$ cat config.mk
export PLATFORM = sky130hd
export DESIGN_NAME = genius_round_ctrl
export DESIGN_NICKNAME = d
export VERILOG_FILES = /design/src/rtl/genius_pkg.sv /design/src/rtl/genius_lfsr8.sv /design/src/rtl/genius_round_ctrl.sv
export SDC_FILE = /design/constraint.sdc
export NUM_CORES = 1
export LEC_CHECK = 0
export CORE_ASPECT_RATIO = 1.5
export CORE_UTILIZATION = 55
export CTS_CLUSTER_DIAMETER = 60
export DETAILED_ROUTE_END_ITERATION = 10
export DONT_BUFFER_PORTS = 1
export PLACE_DENSITY = 0.8
export SETUP_SLACK_MARGIN = 0.5
export SYNTH_ARGS = -nofsm -noshare
export SYNTH_HDL_FRONTEND = slang
export SYNTH_SLANG_ARGS = --single-unit
$ cat constraint.sdc
create_clock -name CLOCK -period 5 [get_ports CLOCK]
set_input_delay 0.75 -clock CLOCK [delete_from_list [all_inputs] [get_ports CLOCK]]
set_output_delay 0.75 -clock CLOCK [all_outputs]
set_load 0.1 [all_outputs]
$ cat src/rtl/genius_pkg.sv
// ---- genius_pkg : shared types and constants for the Genius round controller (rev 1.0) ----
`default_nettype none

package genius_pkg;

  localparam int         ROUND_W           = 4;
  localparam int         SEQ_DEPTH         = 16;
  localparam logic [7:0] LFSR_TAPS         = 8'b1011_1000;
  localparam logic [7:0] LFSR_DEFAULT_SEED = 8'hA5;

  typedef enum logic [2:0] {
    ST_IDLE     = 3'd0,
    ST_APPEND   = 3'd1,
    ST_SHOW_ON  = 3'd2,
    ST_SHOW_OFF = 3'd3,
    ST_WAIT_IN  = 3'd4,
    ST_WIN      = 3'd5,
    ST_LOSE     = 3'd6
  } state_e;

  typedef enum logic [1:0] {
    COL_GREEN  = 2'd0,
    COL_RED    = 2'd1,
    COL_YELLOW = 2'd2,
    COL_BLUE   = 2'd3
  } colour_e;

  function automatic logic [3:0] colour_onehot(input logic [1:0] c);
    colour_onehot = 4'b0001 << c;
  endfunction

endpackage

`default_nettype wire

$ cat src/rtl/genius_lfsr8.sv
// ---- genius_lfsr8 : 8-bit Fibonacci LFSR, seedable, zero seed replaced (rev 1.0) ----
`default_nettype none

module genius_lfsr8
  import genius_pkg::*;
(
  input  logic       CLOCK,
  input  logic       RESET,
  input  logic       load,
  input  logic [7:0] seed,
  input  logic       advance,
  output logic [7:0] value
);

  logic [7:0] value_q, value_d;

  always_comb begin
    value_d = value_q;
    if (load) begin
      // An all-zero state would lock the register up, so it is never loaded.
      value_d = (seed == 8'h00) ? LFSR_DEFAULT_SEED : seed;
    end else if (advance) begin
      value_d = {value_q[6:0], ^(value_q & LFSR_TAPS)};
    end
  end

  always_ff @(posedge CLOCK) begin
    if (!RESET) value_q <= LFSR_DEFAULT_SEED;
    else        value_q <= value_d;
  end

  assign value = value_q;

endmodule

`default_nettype wire

$ cat src/rtl/genius_round_ctrl.sv
// ---- genius_round_ctrl : Simon sequence generation, playback, input check, round count (rev 1.0) ----
`default_nettype none

module genius_round_ctrl
  import genius_pkg::*;
#(
  parameter int MAX_ROUND = 15,
  parameter int TICKS_ON  = 25_000_000,
  parameter int TICKS_OFF = 12_500_000,
  parameter int TIMEOUT   = 250_000_000
) (
  input  logic               CLOCK,
  input  logic               RESET,
  input  logic               START,
  input  logic [7:0]         SEED,
  input  logic               BTN_VALID,
  input  logic [1:0]         BTN_CODE,
  output logic [3:0]         LED,
  output logic [ROUND_W-1:0] ROUND,
  output logic               ROUND_DONE,
  output logic               PLAYING,
  output logic               WIN,
  output logic               LOSE
);

  localparam int CNT_MAX = (TICKS_ON > TICKS_OFF)
                         ? ((TICKS_ON  > TIMEOUT) ? TICKS_ON  : TIMEOUT)
                         : ((TICKS_OFF > TIMEOUT) ? TICKS_OFF : TIMEOUT);
  localparam int CNT_W   = (CNT_MAX > 1) ? $clog2(CNT_MAX) : 1;

  localparam logic [CNT_W-1:0]   ON_LAST   = CNT_W'(TICKS_ON - 1);
  localparam logic [CNT_W-1:0]   OFF_LAST  = CNT_W'(TICKS_OFF - 1);
  localparam logic [CNT_W-1:0]   TO_LAST   = CNT_W'(TIMEOUT - 1);
  localparam logic [ROUND_W-1:0] ROUND_MAX = ROUND_W'(MAX_ROUND);

  state_e             state_q, state_d;
  logic [ROUND_W-1:0] round_q, round_d;
  logic [ROUND_W-1:0] idx_q, idx_d;
  logic [CNT_W-1:0]   tick_q, tick_d;
  logic [3:0]         led_q, led_d;
  logic               done_q, done_d;
  logic [1:0]         seq_q [SEQ_DEPTH];

  logic [7:0] lfsr_value;
  logic       lfsr_unused;
  logic       start_ok;
  logic [1:0] show_colour;

  assign start_ok    = START && (state_q == ST_IDLE || state_q == ST_WIN || state_q == ST_LOSE);
  assign lfsr_unused = ^lfsr_value[7:2];

  genius_lfsr8 u_lfsr (
    .CLOCK   (CLOCK),
    .RESET   (RESET),
    .load    (start_ok),
    .seed    (SEED),
    .advance (state_q == ST_APPEND),
    .value   (lfsr_value)
  );

  always_comb begin
    state_d = state_q;
    round_d = round_q;
    idx_d   = idx_q;
    tick_d  = tick_q;
    done_d  = 1'b0;
    case (state_q)
      ST_IDLE, ST_WIN, ST_LOSE: begin
        if (START) begin
          round_d = '0;
          state_d = ST_APPEND;
        end
      end
      ST_APPEND: begin
        round_d = round_q + 1'b1;
        idx_d   = '0;
        tick_d  = '0;
        state_d = ST_SHOW_ON;
      end
      ST_SHOW_ON: begin
        if (tick_q == ON_LAST) begin
          tick_d  = '0;
          state_d = ST_SHOW_OFF;
        end else begin
          tick_d = tick_q + 1'b1;
        end
      end
      ST_SHOW_OFF: begin
        if (tick_q == OFF_LAST) begin
          tick_d = '0;
          if (idx_q + 1'b1 == round_q) begin
            idx_d   = '0;
            state_d = ST_WAIT_IN;
          end else begin
            idx_d   = idx_q + 1'b1;
            state_d = ST_SHOW_ON;
          end
        end else begin
          tick_d = tick_q + 1'b1;
        end
      end
      ST_WAIT_IN: begin
        // A press on the final allowed cycle takes priority over the timeout.
        if (BTN_VALID) begin
          if (BTN_CODE == seq_q[idx_q]) begin
            if (idx_q == round_q - 1'b1) begin
              done_d  = 1'b1;
              state_d = (round_q == ROUND_MAX) ? ST_WIN : ST_APPEND;
            end else begin
              idx_d  = idx_q + 1'b1;
              tick_d = '0;
            end
          end else begin
            state_d = ST_LOSE;
          end
        end else if (tick_q == TO_LAST) begin
          state_d = ST_LOSE;
        end else begin
          tick_d = tick_q + 1'b1;
        end
      end
      default: state_d = ST_IDLE;
    endcase
  end

  // On the first append seq[0] is being written this very cycle, so bypass it from the LFSR.
  always_comb begin
    show_colour = seq_q[idx_d];
    if (state_q == ST_APPEND && round_q == '0) show_colour = lfsr_value[1:0];
    led_d = (state_d == ST_SHOW_ON) ? colour_onehot(show_colour) : 4'b0000;
  end

  always_ff @(posedge CLOCK) begin
    if (!RESET) begin
      state_q <= ST_IDLE;
      round_q <= '0;
      idx_q   <= '0;
      tick_q  <= '0;
      led_q   <= '0;
      done_q  <= 1'b0;
    end else begin
      state_q <= state_d;
      round_q <= round_d;
      idx_q   <= idx_d;
      tick_q  <= tick_d;
      led_q   <= led_d;
      done_q  <= done_d;
    end
  end

  always_ff @(posedge CLOCK) begin
    if (RESET && state_q == ST_APPEND) seq_q[round_q] <= lfsr_value[1:0];
  end

  assign LED        = led_q;
  assign ROUND      = round_q;
  assign ROUND_DONE = done_q;
  assign PLAYING    = (state_q == ST_APPEND) || (state_q == ST_SHOW_ON) ||
                      (state_q == ST_SHOW_OFF) || (state_q == ST_WAIT_IN);
  assign WIN        = (state_q == ST_WIN);
  assign LOSE       = (state_q == ST_LOSE);

endmodule

`default_nettype wire

Word level (Yosys, flattened, before mapping):

Memories as Yosys holds them, arrays and structs flattened. A register that Yosys moved wholly into a read port is not among the register bits.
Cells that the tools add are included.

* output and inout port bits: 12
* memories kept: 1
* input bits: 14
* logic and storage cells: 84
* register bits: 52
* bits in writable memories: 32

Memories
* seq_q: depth 16, width 2, read ports 2, clocked after memory_dff 1, wr ports 1, line genius_round_ctrl.sv:42 `logic [1:0] seq_q [SEQ_DEPTH];`

* add/subtract/negate cells: 4
* eq/ne operators: 18
* shift-type cells: 1
* mux-type cells: 33
* reductions and logical operators: 20

Operator list (number)
* 2-to-1 mux 28 bit: 6
* case mux 28 bit (4 select lines): 1
* adder 28 x 1 -> 28 bit (second input constant): 1
* equality test 28 x 24 -> 1 bit (second input constant): 1
* equality test 28 x 25 -> 1 bit (second input constant): 1
* equality test 28 bit (second input constant): 1
* 2-to-1 mux 4 bit: 7
* 2-to-1 mux 3 bit: 9
* 2-to-1 mux 8 bit: 3
* case mux 3 bit (5 select lines): 1
* case mux 4 bit (3 select lines): 1
* equality test 3 x 2 -> 1 bit (second input constant): 3
* equality test 3 bit (second input constant): 3
* inequality test 3 bit (second input constant): 3
* adder 4 x 1 -> 4 bit (second input constant): 2
* equality test 4 bit: 2
* zero test 8 bit: 1
* case mux 4 bit (2 select lines): 1
* AND reduction 4 bit: 2
* parity 8 bit: 1
* logical OR 1 bit: 5
* equality test 4 bit (second input constant): 1
* zero test 4 bit: 1
* AND reduction 2 bit: 2
* other kinds (12): 17

Logic depth before layout (Yosys ltp):

Gate-level depths: netlist (run 1).
An unclocked memory read counts as a cell.

* depth in word-level cells: 9
* mapped depth: 15

Modules after synthesis:

A second synthesis (run 1) with hierarchy kept.

* cells, all modules: 536
* area total of the unflattened synthesis: 4848.4 µm²

Modules (own cells, without submodules)
* genius_round_ctrl: cells an instance 490, area each 4406.7 µm², instances 1
* genius_lfsr8: cells an instance 46, area each 441.7 µm², instances 1

Worst setup path after synthesis (run 1):

No wires, ideal clock.

* kind: register to register
* start: register round_q[3] (netlist: ROUND[3])
* end: register led_q[2] (netlist: LED[2])
* data arrival time: 3.670 ns
* clock period less this slack: 3.729 ns
* data required time: 4.941 ns
* path slack: 1.271 ns
* cell stages (with the launch flop): 13
* path buffers: 2
* cells stage by stage: dfxtp_1 -> clkbuf_1 -> xor2_1 -> xnor2_1 -> nor3_1 -> or4_1 -> buf_2 -> o211ai_4 -> mux2_2 -> o2bb2ai_1 -> a221oi_1 -> a221oi_2 -> o211a_1

* longest elaborated chain between the ends: 9
* elaborated cells between the ends (all ways): 24
* classes of those cells: 1 x add/sub; 4 x eq/ne; 1 x shift; 14 x mux; 3 x reduce/logical; 1 x memory

RTL lines
* start: declaration: line genius_round_ctrl.sv:37 `logic [ROUND_W-1:0] round_q, round_d;`
* start signal: assignment: line genius_round_ctrl.sv:143 `round_q <= round_d;`
* subtractor 4 x 1 -> 4 bit: line genius_round_ctrl.sv:106 `if (idx_q == round_q - 1'b1) begin`
* equality test 4 bit: line genius_round_ctrl.sv:106
* 2-to-1 mux 4 bit: line genius_round_ctrl.sv:106
* 2-to-1 mux 4 bit: line genius_round_ctrl.sv:105 `if (BTN_CODE == seq_q[idx_q]) begin`
* 2-to-1 mux 4 bit: line genius_round_ctrl.sv:104 `if (BTN_VALID) begin`
* case mux 4 bit (3 select lines): line genius_round_ctrl.sv:67 `case (state_q)`
* memory (16 x 2 bit)
* 2-to-1 mux 2 bit: line genius_round_ctrl.sv:129 `if (state_q == ST_APPEND && round_q == '0) show_colour = lfsr_value[1:0];`
* << shifter 1 x 2 -> 4 bit: line genius_pkg.sv:29 `colour_onehot = 4'b0001 << c;`
* end signal: assignment: line genius_round_ctrl.sv:146 `led_q <= led_d;`
* end: declaration: line genius_round_ctrl.sv:40 `logic [3:0] led_q, led_d;`

Several ways; a longest one is shown, not always the timed one.
A chain may end at the register's enable or synchronous reset.

Worst setup path after layout (run 1):

* start: register idx_q[0]
* end: register led_q[1] (netlist: LED[1])

* longest elaborated chain between the ends: 8
* elaborated cells between the ends (all ways): 20
* classes of those cells: 1 x add/sub; 3 x eq/ne; 1 x shift; 13 x mux; 1 x reduce/logical; 1 x memory

RTL lines
* start: declaration: line genius_round_ctrl.sv:38 `logic [ROUND_W-1:0] idx_q, idx_d;`
* start signal: assignment: line genius_round_ctrl.sv:144 `idx_q <= idx_d;`
* adder 4 x 1 -> 4 bit / equality test 4 bit (equally long branches)
* equality test 4 bit / 2-to-1 mux 4 bit (equally long branches): line genius_round_ctrl.sv:91, genius_round_ctrl.sv:106
* 2-to-1 mux 4 bit (on tied branches): line genius_round_ctrl.sv:91, genius_round_ctrl.sv:105
* 2-to-1 mux 4 bit (on tied branches): line genius_round_ctrl.sv:89, genius_round_ctrl.sv:104
* case mux 4 bit (3 select lines): line genius_round_ctrl.sv:67
* memory (16 x 2 bit)
* 2-to-1 mux 2 bit: line genius_round_ctrl.sv:129
* << shifter 1 x 2 -> 4 bit: line genius_pkg.sv:29

Several ways; a longest one is shown, not always the timed one.

==> summary.txt, run 1 <==
Detailed routing
  • Remaining antenna violation count: 0
  • DR DRC count: 0
  • Via density: 6.069
  • DR WL/cell: 18.34 um
  • Routed via count: 3757
  • Routed wire length: 11350 um
  • Iter 0 DRT Violations: 248
  • DRT Pass-1 Iters: 6

Logic synthesis
  • Top cells by area, synth: dfxtp_1, edfxtp_1, nor2_1, mux2i_1, xor2_1
  • Async set or reset register ratio after synthesis: 0
  • Count leader, synth: nor2_1
  • Post-synthesis cell count: 510
  • Yosys cell types: 68
  • Syn Nets: 531
  • Top_reg_cell synth: dfxtp_1
  • Post-synth top area share: 0.2192
  • Synthesized area per cell: 9.313 um^2
  • Seq/Total Area, Yosys: 0.4215
  • Synth warn: 0
  • Post-Synthesis Cell Area: 0.004750 mm^2
  • Synth Register Bits: 84
  • Commonest cells in the netlist: nor2_1, dfxtp_1, nand2_1
  • Number of synthesized flops with an enable pin: 32
  • Top cell type by total area after synthesis: dfxtp_1

Timing
  • FMAX: 243.4 MHz
  • Slew Limit Fails: 0
  • Worst slew margin: 0.2982
  • RSZ-0062 raised after global routing: no
  • Worst Skew: 0.008344 ns
  • Final hold violation count: 0
  • Setup TNS Final: 0 ns
  • Setup-failing EPs final: 0
  • Worst-margin pin slew: 1.052 ns
  • Period utilization: 0.8216
  • Hold slack final: 0.4610 ns
  • Min cycle time layout: 4.108 ns
  • Fin worst setup slack: 0.8920 ns

Clock network
  • Worst skew pair latency: 0.34 ns
  • CTS buffer count: 9
  • Post-cts repair resize count: 0
  • CTS root buffer: clkbuf_16
  • Clock Sinks: 84
  • CTS tree: yes
  • Worst-path clk slew: 0.07 ns
  • Post-CTS setup buffer count: 0
  • H-Tree Depth: 3
  • Hold buffer count at CTS: 0
  • Max Buffers Root-to-Sink: 2

Placed design
  • Placed Cells: 603
  • Pre-CTS WS: 0.9619 ns
  • IO buf count: 0
  • Routability cong.: 0.8673
  • DP Wirelength: 8395 um

Pwr
  • Leakage: 1.735 nW
  • Flop pwr share: 0.488
  • Switch share: 0.2900
  • Max IR drop VDD: 206.1 uV
  • Pwr Density: 319.5 mW/mm^2
  • Clk pwr share: 0.378
  • Pint: 0.001160 W
  • Sw power: 0.0004738 W
  • Combinational fraction of design power: 0.134

Global route
  • Vias in the first global route: 3686
  • Initial antenna violation count: 0
  • Total gr overflow: 0
  • Largest net degree at the start of global routing: 29
  • First-pass GRT wire length: 18310 um
  • GRT Util Overall: 0.2690

Run
  • Max-cap violations: 0

Setup path
  • Critical path data arrival time: 4.38 ns
  • Crit Path Class: reg2reg
  • R2R setup slack: 0.89 ns
  • RR Startpoint: idx_q[0]
  • Crit-path max FO: 17
  • Crit path launch: idx_q[0]
  • Crit end category: flip-flop
  • CP required: 5.27 ns
  • Startpoint Class: flip-flop

Floorplan
  • Die width: 77.88 um
  • Core ar.: 0.008413 mm^2
  • Full die area: 0.009019 mm^2
  • Initial core utilization: 0.5645
  • # IOs: 26
  • DIE HEIGHT: 115.8 um
  • Std-Cell Rows: 41

Final layout
  • Final nets: 528
  • Post-Layout Cell Count: 619
  • Layout Area Growth over Synthesis: 7.692%
  • Antenna diodes: 0
  • Share of layout cells above drive strength 1: 0.1035

Min path
  • Hold Startpoint: u_lfsr.value[6]
  • Hold Crit Class: reg2reg

Outcome
  • Outcome: completed
routing by layer:
| metal | track usage | share of wire | vias to the layer above |
|---|---|---|---|
| met3 | 0.05433 | 0.055 | 36 |
| met5 | 0 | 0 | - |
| met1 | 0.2699 | 0.35 | 1780 |
| met4 | 0.1610 | 0.048 | 0 |
| met2 | 0.5080 | 0.54 | 112 |
| li1 | - | - | 1829 |
per-stage QoR:
step / power (W) / utilization / cell area, um^2
finish: 0.001634 / 0.6080 / 5115
global placement: 0.001019 / 0.5753 / 4840
global route: 0.001691 / 0.6080 / 5115
CTS: 0.001637 / 0.6080 / 5115
detailed placement: 0.001027 / 0.5753 / 4840
floorplan: 0.0009758 / - / 4750
cells in the final DEF, fill, tap and decap left out, types with 13 or more instances in the layout:
cell	n
nor2_1	72
dfxtp_1	52
nand2_1	51
edfxtp_1	32
xor2_1	23
mux2i_1	23
o21ai_0	21
nand3_1	19
xnor2_1	15
inv_1	14
nand4_1	13
nor3_1	13
power by group through the flow:
stage               Combinational [W]  Clock (W)  Sequential, W
finish                       0.000219   0.000618       0.000797
global route                 0.000241   0.000648       0.000802
CTS                          0.000218   0.000622       0.000797
detailed placement           0.000215          0       0.000812
global placement             0.000210          0       0.000809
floorplan                    0.000167          0       0.000809
critical path, stage by stage (launching register included):
cell	delay, ns
dfxtp_1	0.46
buf_4	0.34
mux2i_1	0.26
a22o_1	0.19
nor3_1	0.06
or4b_4	0.51
a221oi_4	0.49
mux2i_1	0.34
o211ai_4	0.29
mux2_2	0.36
a2bb2oi_1	0.14
and3_1	0.21
nor3b_1	0.22
nor2b_1	0.17
sequential cells by signal, summed over array words and instances, names as in the netlist:
name          count
idx_q             4
u_lfsr.value      8
seq_q            32
ROUND_DONE        1
state_q           3
tick_q           28
LED               4
ROUND             4
final timing paths:
check	cells after the start	endpoint
worst min register to register	2	u_lfsr.value[6]
worst max-delay path	13	LED[1]
worst min-delay path	2	u_lfsr.value[6]
worst max register to register	13	LED[1]
layout make-up:
type                    instances  area (um^2)
repair buffers                  8        60.06
fillers                       717         3298
multi-input cells             390         2591
clock inverters                 7        50.05
well taps                     107        133.9
clock buffers                   9        225.2
flip-flops and latches         84         2002
inverters                      14        52.55
logic make-up (layout without fill, tap and decap cells):
group           Yosys count  in the layout  share of synthesized area
simple gates            229            229                     0.2403
buf+inv                  36             38                    0.03503
mux                      36             36                    0.07929
compound gates           79             79                     0.1336
fa+ha+maj                 7              7                    0.01844
flops                    84             84                     0.4215
xor+xnor                 39             39                    0.07192
(Power assumes the default switching activity.)
==> run 2: changes to the inputs <==
==> constraint.sdc (replaced) <==
create_clock -name CLOCK -period 3.8 [get_ports CLOCK]
set_input_delay 0.57 -clock CLOCK [delete_from_list [all_inputs] [get_ports CLOCK]]
set_output_delay 0.57 -clock CLOCK [all_outputs]
set_load 0.1 [all_outputs]
==> summary.txt, run 2 (synthesis results as in run 1) <==
Timing
  • Slew Limit Fails: 0 (unchanged)
  • Setup TNS Final: 0 ns (unchanged)
  • Final hold violation count: 0 (unchanged)
  • FMAX: 287.5 MHz (was 243.4 MHz)
  • Worst-margin pin slew: 1.055 ns (was 1.052 ns)
  • RSZ-0062 raised after global routing: yes (was no)
  • Period utilization: 0.9154 (was 0.8216)
  • Worst Skew: 0.01031 ns (was 0.008344 ns)
  • Setup-failing EPs final: 0 (unchanged)
  • Min cycle time layout: 3.478 ns (was 4.108 ns)
  • Worst slew margin: 0.2960 (was 0.2982)

Setup path
  • Worst-path cell with the longest stage delay: or4b_4 (unchanged)
  • CP required: 4.03 ns (was 5.27 ns)
  • Worst Path Buf+Inv: 2 (was 1)
  • Crit Path Class: reg2reg (unchanged)
  • Delay-heaviest family, CP: compound AO/OA/AOI/OAI gates (was simple AND/OR/NAND/NOR gates)
  • Most used cell, CP: a22o_1 (was mux2i_1)
  • Startpoint Class: flip-flop (unchanged)
  • Crit-path max FO: 8 (was 17)
  • Biggest cell delay along the critical path: 0.49 ns (was 0.51 ns)
  • Critical path data arrival time: 3.71 ns (was 4.38 ns)
  • CP Cell Sequence: nor2b_2 -> a22o_1 -> nor3_1 -> or4b_4 -> a221oi_4 -> mux2i_2 -> o211ai_4 -> buf_12 -> buf_4 -> mux2i_1 -> a22o_1 -> o31ai_4 -> nor3b_2 -> nor2b_1 (was buf_4 -> mux2i_1 -> a22o_1 -> nor3_1 -> or4b_4 -> a221oi_4 -> mux2i_1 -> o211ai_4 -> mux2_2 -> a2bb2oi_1 -> and3_1 -> nor3b_1 -> nor2b_1)
  • Crit end category: flip-flop (unchanged)

Pwr
  • Switch share: 0.2917 (was 0.2900)
  • Pint: 0.001541 W (was 0.001160 W)
  • Sw power: 0.0006347 W (was 0.0004738 W)
  • Clk pwr share: 0.379 (was 0.378)
  • Max IR drop VDD: 326.6 uV (was 206.1 uV)
  • Total Power: 0.002176 W (was 0.001634 W)
  • Pwr Density: 397.1 mW/mm^2 (was 319.5 mW/mm^2)
  • Combinational fraction of design power: 0.141 (was 0.134)
  • Leakage: 1.907 nW (was 1.735 nW)
  • Flop pwr share: 0.480 (was 0.488)

Floorplan
  • Std-Cell Rows: 41 (unchanged)
  • Core ar.: 0.008413 mm^2 (unchanged)
  • # IOs: 26 (unchanged)
  • DIE HEIGHT: 115.8 um (unchanged)
  • Die width: 77.88 um (unchanged)
  • Initial core utilization: 0.5645 (unchanged)
  • Full die area: 0.009019 mm^2 (unchanged)

Clock network
  • Clock Sinks: 84 (unchanged)
  • Max Buffers Root-to-Sink: 2 (unchanged)
  • CTS buffer count: 9 (unchanged)
  • CTS root buffer: clkbuf_16 (unchanged)
  • H-Tree Depth: 3 (unchanged)
  • Hold buffer count at CTS: 0 (unchanged)
  • CTS tree: yes (unchanged)
  • Worst-path clk slew: 0.07 ns (about the same)
  • Worst skew pair latency: 0.34 ns (about the same)

Detailed routing
  • DR WL/cell: 18.44 um (was 18.34 um)
  • DR DRC count: 0 (unchanged)
  • Remaining antenna violation count: 0 (unchanged)
  • Routed via count: 3922 (was 3757)
  • Iter 0 DRT Violations: 304 (was 248)
  • Routed wire length: 11890 um (was 11350 um)
  • DRT Pass-1 Iters: 5 (was 6)
  • Via density: 6.081 (was 6.069)

Final layout
  • Largest Register: seq_q (unchanged)
  • Post-Layout Cell Count: 645 (was 619)
  • Antenna diodes: 0 (unchanged)
  • Final std cell area, no fill: 0.005479 mm^2 (was 0.005115 mm^2)
  • Final nets: 554 (was 528)
  • Most common cell after layout, fill and taps aside: nor2_1 (unchanged)
  • Largest register FFs: 32 (unchanged)
  • Commonest cells after routing, fill and taps aside: nor2_1, nand2_1, dfxtp_1 (was nor2_1, dfxtp_1, nand2_1)
  • Layout Area Growth over Synthesis: 15.36% (was 7.692%)
  • Share of layout cells above drive strength 1: 0.2100 (was 0.1035)
  • Fill cell count: 667 (was 717)
  • Post-layout util: 0.6512 (was 0.6080)

Min path
  • Hold Crit Class: in2reg (was reg2reg)

Global route
  • GRT Util Overall: 0.2766 (was 0.2690)
  • First-pass GRT wire length: 18680 um (was 18310 um)
  • Largest net degree at the start of global routing: 29 (unchanged)
  • Vias in the first global route: 3878 (was 3686)
  • Total gr overflow: 0 (unchanged)
  • Initial antenna violation count: 0 (unchanged)

Placed design
  • IO buf count: 0 (unchanged)
  • Area after DPL: 0.004994 mm^2 (was 0.004840 mm^2)
  • Placed Cells: 620 (was 603)
  • DP Wirelength: 8723 um (was 8395 um)
  • Routability cong.: 0.9608 (was 0.8673)

Outcome
  • Outcome: completed (unchanged)

Run
  • Max-cap violations: 0 (unchanged)
[run 2: worst reg2reg max path, delay by kind of cell, from the launching register on]
family | cells | cell delay, ns
AO/OA/AOI/OAI | 5 | 1.17
buffers and inverters | 2 | 0.30
flip-flops | 1 | 0.44
multiplexers | 2 | 0.41
AND/OR/NAND/NOR | 5 | 1.05
[run 2: final cells by class]
| class | instances | area, um^2 | area share |
|---|---|---|---|
| Multi-Input combinational cell | 390 | 2708 | 0.4942 |
| Clock inverter | 7 | 58.81 | 0.01073 |
| Clock buffer | 9 | 225.2 | 0.04111 |
| Sequential cell | 84 | 2018 | 0.3684 |
| Timing Repair Buffer | 34 | 282.8 | 0.05161 |
| Tap cell | 107 | 133.9 | 0.02443 |
| Inverter | 14 | 52.55 | 0.009591 |
[run 2: metal layers]
metal | up-vias | track usage | share of wire
li1 | 1870 | - | -
met1 | 1884 | 0.2624 | 0.34
met2 | 125 | 0.5322 | 0.56
met3 | 43 | 0.05906 | 0.046
met4 | 0 | 0.1774 | 0.052
met5 | - | 0 | 0
[run 2: worst paths after layout]
check | from | end | slack [ns] | depth (start not counted)
setup / recovery | idx_q[1] | LED[1] | 0.32 | 14
hold / removal | RESET | u_lfsr.value[0] | 0.31 | 1
setup reg to reg | idx_q[1] | LED[1] | 0.32 | 14
hold reg to reg | u_lfsr.value[6] | u_lfsr.value[6] | 0.46 | 2
[run 2: power by group through the flow]
stage / Clock, W / Sequential [W] / Combinational [W]
finish: 0.000825 / 0.00104 / 0.000307
global route: 0.000870 / 0.00105 / 0.000337
CTS: 0.000833 / 0.00104 / 0.000300
detailed placement: 0 / 0.00106 / 0.000294
global placement: 0 / 0.00106 / 0.000288
floorplan: 0 / 0.00106 / 0.000222
[run 2: metrics by stage]
step	worst slack [ns]	hold WS, ns
finish	0.3215	0.3056
global route	0.2078	0.3024
CTS	0.3367	0.3009
detailed placement	0.1107	0.4586
global placement	0.1668	0.4532
floorplan	0.4005	0.4439
[run 2: what timing repair did]
| action | in CTS | in global routing |
|---|---|---|
| resized for setup | 21 | 11 |
| setup endpoints to repair | 19 | 19 |
| pin swaps | 7 | 0 |
| setup buffers | 6 | 3 |
